[src/rtl/status_register_unit_pkg.sv]
// ----------------------------------------------------------------------------
// status_register_unit_pkg
// Shared constants for the status-register slice of the pipeline.
//   - ALU command encodings seen by the EXE stage.
//   - Bit positions of the N/Z/C/V flags inside the 4-bit status register.
//   - A helper that tells whether a command produces a real carry/overflow.
// The condition-check stage imports this same package, so flag positions
// and command codes cannot drift between the writer and the reader.
// ----------------------------------------------------------------------------
package status_register_unit_pkg;

    // ALU command encodings
    localparam logic [3:0] CMD_MOV = 4'b0001;
    localparam logic [3:0] CMD_ADD = 4'b0010;
    localparam logic [3:0] CMD_ADC = 4'b0011;
    localparam logic [3:0] CMD_SUB = 4'b0100;
    localparam logic [3:0] CMD_SBC = 4'b0101;
    localparam logic [3:0] CMD_AND = 4'b0110;
    localparam logic [3:0] CMD_ORR = 4'b0111;
    localparam logic [3:0] CMD_EOR = 4'b1000;
    localparam logic [3:0] CMD_MVN = 4'b1001;

    // Flag bit positions inside SR ({N,Z,C,V})
    localparam int SR_N = 3;
    localparam int SR_Z = 2;
    localparam int SR_C = 1;
    localparam int SR_V = 0;

    // Only the add/subtract family produces a meaningful carry and overflow;
    // every other command leaves C and V as they were.
    function automatic logic isArithCmd(input logic [3:0] cmd);
        return (cmd == CMD_ADD) || (cmd == CMD_ADC) ||
               (cmd == CMD_SUB) || (cmd == CMD_SBC);
    endfunction

endpackage

[src/rtl/status_register_unit_flag_gen.sv]
// ----------------------------------------------------------------------------
// flag_gen
// Purely combinational next-flag calculation for the status register.
// Ports:
//   i_aluCmd     ALU command of the EXE-stage instruction
//   i_aluResult  ALU result (WIDTH bits)
//   i_aluCout    ALU carry-out (NOT borrow for SUB/SBC)
//   i_aluOvf     ALU signed overflow
//   i_curC       current C flag, kept for non-arithmetic commands
//   i_curV       current V flag, kept for non-arithmetic commands
//   o_flags      candidate flags {N,Z,C,V}
// ----------------------------------------------------------------------------
module flag_gen
    import status_register_unit_pkg::*;
#(
    parameter int WIDTH = 32
) (
    input  logic [3:0]       i_aluCmd,
    input  logic [WIDTH-1:0] i_aluResult,
    input  logic             i_aluCout,
    input  logic             i_aluOvf,
    input  logic             i_curC,
    input  logic             i_curV,
    output logic [3:0]       o_flags
);

    // N and Z always come from the result. C and V come from the ALU only
    // for add/subtract; logical and move commands leave them as they were.
    always_comb begin
        o_flags       = 4'b0000;
        o_flags[SR_N] = i_aluResult[WIDTH-1];
        o_flags[SR_Z] = (i_aluResult == '0);
        if (isArithCmd(i_aluCmd)) begin
            o_flags[SR_C] = i_aluCout;
            o_flags[SR_V] = i_aluOvf;
        end else begin
            o_flags[SR_C] = i_curC;
            o_flags[SR_V] = i_curV;
        end
    end

endmodule

[src/rtl/status_register_unit.sv]
// ----------------------------------------------------------------------------
// status_register_unit
// Holds the N/Z/C/V status register written by flag-setting instructions in
// the EXE stage, offers a zero-latency forwarded copy, and counts commits.
// Ports:
//   clk           clock, all state updates on the rising edge
//   rst           asynchronous active-high reset
//   freeze        pipeline stall; no state changes while high
//   valid         EXE instruction is real (not a bubble)
//   S             instruction's set-flags bit
//   alu_cmd       ALU command
//   alu_result    ALU result
//   alu_cout      ALU carry-out (NOT borrow on subtract)
//   alu_ovf       ALU signed overflow
//   SR            registered flags {N,Z,C,V}
//   SR_fwd        next flag value this cycle (equals SR when nothing writes)
//   flag_pending  a flag write commits at the coming edge
//   wr_count      saturating count of committed flag writes
// ----------------------------------------------------------------------------
module status_register_unit
    import status_register_unit_pkg::*;
#(
    parameter int WIDTH = 32,
    parameter int CNT_W = 16
) (
    input  logic             clk,
    input  logic             rst,
    input  logic             freeze,
    input  logic             valid,
    input  logic             S,
    input  logic [3:0]       alu_cmd,
    input  logic [WIDTH-1:0] alu_result,
    input  logic             alu_cout,
    input  logic             alu_ovf,
    output logic [3:0]       SR,
    output logic [3:0]       SR_fwd,
    output logic             flag_pending,
    output logic [CNT_W-1:0] wr_count
);

    logic [3:0]       r_sr;
    logic [CNT_W-1:0] r_wrCount;
    logic [3:0]       w_newFlags;
    logic             w_wrEn;

    flag_gen #(
        .WIDTH (WIDTH)
    ) u_flagGen (
        .i_aluCmd    (alu_cmd),
        .i_aluResult (alu_result),
        .i_aluCout   (alu_cout),
        .i_aluOvf    (alu_ovf),
        .i_curC      (r_sr[SR_C]),
        .i_curV      (r_sr[SR_V]),
        .o_flags     (w_newFlags)
    );

    // A write happens only for a real, flag-setting instruction that is not
    // stalled; bubbles and flushed slots never touch the flags.
    assign w_wrEn = valid & S & ~freeze;

    // Forwarded flags let the next instruction see this cycle's result
    // without waiting for the register.
    assign SR_fwd       = w_wrEn ? w_newFlags : r_sr;
    assign flag_pending = w_wrEn;
    assign SR           = r_sr;
    assign wr_count     = r_wrCount;

    // Status register and commit counter. The counter sticks at all-ones so
    // a long run never looks like "few writes" after a wrap.
    always_ff @(posedge clk or posedge rst) begin
        if (rst) begin
            r_sr      <= 4'b0000;
            r_wrCount <= '0;
        end else if (w_wrEn) begin
            r_sr <= w_newFlags;
            if (r_wrCount != {CNT_W{1'b1}}) begin
                r_wrCount <= r_wrCount + 1'b1;
            end
        end
    end

endmodule
[config.mk]
export PLATFORM = sky130hd
export DESIGN_NAME = status_register_unit
export DESIGN_NICKNAME = d
export VERILOG_FILES = /design/src/rtl/status_register_unit_pkg.sv /design/src/rtl/status_register_unit_flag_gen.sv /design/src/rtl/status_register_unit.sv
export SDC_FILE = /design/constraint.sdc
export NUM_CORES = 1
export LEC_CHECK = 0
export BUFFER_PORTS_ARGS = -buffer_cell sky130_fd_sc_hd__buf_2
export CORE_MARGIN = 5
export CORE_UTILIZATION = 46
export CTS_BUF_LIST = sky130_fd_sc_hd__clkbuf_4 sky130_fd_sc_hd__clkbuf_8
export CTS_CLUSTER_DIAMETER = 60
export DETAILED_ROUTE_END_ITERATION = 12
export HOLD_SLACK_MARGIN = 0.03
export PLACE_DENSITY = 0.92
export SKIP_CTS_REPAIR_TIMING = 1
export SLEW_MARGIN = 20
export SYNTH_ARGS = -nofsm -noshare
export SYNTH_HDL_FRONTEND = slang
export SYNTH_SLANG_ARGS = --single-unit
[constraint.sdc]
create_clock -name clk -period 2.5 [get_ports clk]
set_input_delay 0.375 -clock clk [delete_from_list [all_inputs] [get_ports clk]]
set_output_delay 0.375 -clock clk [all_outputs]
set_load 0.005 [all_outputs]
==> out/qor.yml <==
status: "finished clean"
power.total_w: 0.000842
core_sq_mm: 0.00219
startpoint_type: "flop"
dp.final_hpwl_um: 2260
insertion_delay_ps: 300
r2r_start: "wr_count[0]"
grt-ovfl-total: 0
grt_pass1_wl_um: 4550
yosysWarningCount: 0
synth_top_family_by_area: "simple AND/OR/NAND/NOR gates"
peakVddDrop_mv: 0.628
hp-class: "input pin to async pin"
ios: 68
dp.cells: 191
antenna_cells: 0
layout_commonest_cell: "buf_2"
arrival_ps: 2140
syn_avg_cell_area_sq_um: 10.6
cts_made_buffers: 3
rsz0062_at_grt: "no"
synth.largest_area_cell: "dfrtp_1"
period_minus_slack_ps: 1950
syn_nets: 143
fmax_mhz: 514
drive_above_1_share_pct: 49.1
avgRoutedWirePerCell_um: 13.8
clockBufferDepth: 2
synth-compound-area-share_pct: 2.74
grt_pass1_vias: 1077
cellPowerDensity_mw_per_mm2: 585
mostFrequentLayoutCells: "buf_2, dfrtp_1, nor4_1"
crit_buf_inv: 0
root_buffer: "clkbuf_4"
cts_tree: "yes"
rows: 17
hold_ws_ps: 181
yosys.area_share.simple_pct: 29.7
final_hold_viol_count: 0
synth-seq-area-share_pct: 47.7
via_count: 1050
die_y_um: 57.7
grt_max_degree: 21
grt.total_usage_pct: 17.2
dpl_cell_area_sq_mm: 0.00140
synth.distinct_cells: 26
start_util_pct: 47.9
critPathTopFamily: "simple AND/OR/NAND/NOR gates"
gp_congestion: 0.800
antenna_left: 0
crit_path_max_fanout: 8
clkSinkCount: 20
portBuffers: 66
wl_um: 2700
cpPeakStageDelay_ps: 540
worst-endpoint-required_ps: 2690
synthMuxAreaShare_pct: 5.37
r2r_end: "wr_count[1]"
critPathKind: "flop to flop"
relSlewSlack_pct: 50.4
ys_top_cells_by_area: "dfrtp_1, xor2_1, nor4_1, mux2_2, nor3_1"
p_leak_nw: 0.778
synthAdderAreaFrac_pct: 1.19
htreeDepth: 1
r2r_slack_ps: 550
path_clk_slew_ps: 110
synth_cells: 99
max_cap_violations: 0
final.setup.tns_ps: 0
synth-xor-area-share_pct: 10.0
fin_skew_ps: 3.54
synth-seq-cells: 20
fin_crit_sh_pct: 77.9
die_area_sq_mm: 0.00333
slew_viol_final: 0
num-nets-final: 212
dr.pass1.iters: 4
fp.dieW_um: 57.7
antenna_found_initial: 0
reg2regPathDepth: 5
path_cells: "ha_1 > nand4_2 > nor4_4 > nor2_1 > mux2_2"
tightest_slew_ps: 743
end_kind: "flop"
fin_cells: 195
drc_errors: 0
syn_to_final_growth_pct: 37.2
syn-cell-area_sq_mm: 0.00105
stdcell_area_sq_mm: 0.00144
synth_top_area_share_pct: 47.7
crit_slowest_cell: "nor4_4"
viasPerCell: 5.38
drt_iter0_drc: 23
finalSetupViolCount: 0
-- kinds of logic (layout without fill, tap and decap cells) --
kind of cell             count (synthesis)  count (layout)
AND/OR/NAND/NOR                         49              49
flip-flops                              20              20
XOR/XNOR                                12              12
buffers and inverters                    7              75
AO/OA/AOI/OAI                            5               5
multiplexers                             5               5
adder cells (fa/ha/maj)                  1               1
-- area by class of cell --
class / instances / area, sq um
fill: 185 / 752
clock buffer: 4 / 36.3
inverter: 4 / 15.0
tap: 28 / 35.0
timing repair buffer: 67 / 338
multi-input combinational: 72 / 514
sequential: 20 / 500
-- report_power, final --
group	internal, W	total, W	switching, W
clock	0.0000889	0.000187	0.0000976
combinational	0.000115	0.000211	0.0000954
sequential	0.000379	0.000444	0.0000656
total	0.000583	0.000842	0.000259
-- per-stage QoR --
| step | setup slack [ps] | utilization, % |
|---|---|---|
| after floorplan | 680 | - |
| after global placement | 599 | 64.0 |
| after detailed placement | 589 | 64.0 |
| after CTS | 571 | 65.7 |
| after global routing | 430 | 65.7 |
| final | 553 | 65.7 |
-- flip-flops by register name, indices dropped and copies added (netlist names) --
register	flops
wr_count	16
SR	4
-- cell usage after synthesis, drive strengths merged --
master   n
xor2     9
nor4b    1
nand3b   1
mux2     5
or2      1
nor2     2
xnor2    3
buf      2
nor3b    1
ha       1
o21ai    3
nand2   10
nand3    4
nor3     9
dfrtp   20
or4      1
nor4    12
nand4    7
clkbuf   1
inv      4
a31oi    1
o31ai    1
-- layer usage --
| metal | part of all wire (%) | vias to the layer above | GRT usage (%) |
|---|---|---|---|
| li1 | - | 504 | - |
| met1 | 38 | 480 | 18.2 |
| met2 | 48 | 62 | 30.6 |
| met3 | 13 | 4 | 7.80 |
| met4 | 0.63 | 0 | 4.64 |
| met5 | 0 | - | 0 |
-- worst register-to-register path: stages, from the launching register on --
cell	delay [ps]
dfrtp_1	420
ha_1	220
nand4_2	240
nor4_4	540
nor2_1	130
mux2_2	300
-- how the worst max path moves through the flow --
stage	to	slack, ps	cells after the start	startpoint
finish	wr_count[1]	550	5	wr_count[0]
global route	wr_count[1]	430	5	wr_count[0]
CTS	wr_count[1]	570	5	wr_count[0]
detailed placement	wr_count[1]	590	5	wr_count[0]
global placement	wr_count[15]	600	5	freeze
floorplan	wr_count[15]	680	4	freeze
Power figures use the tool's default switching activity.
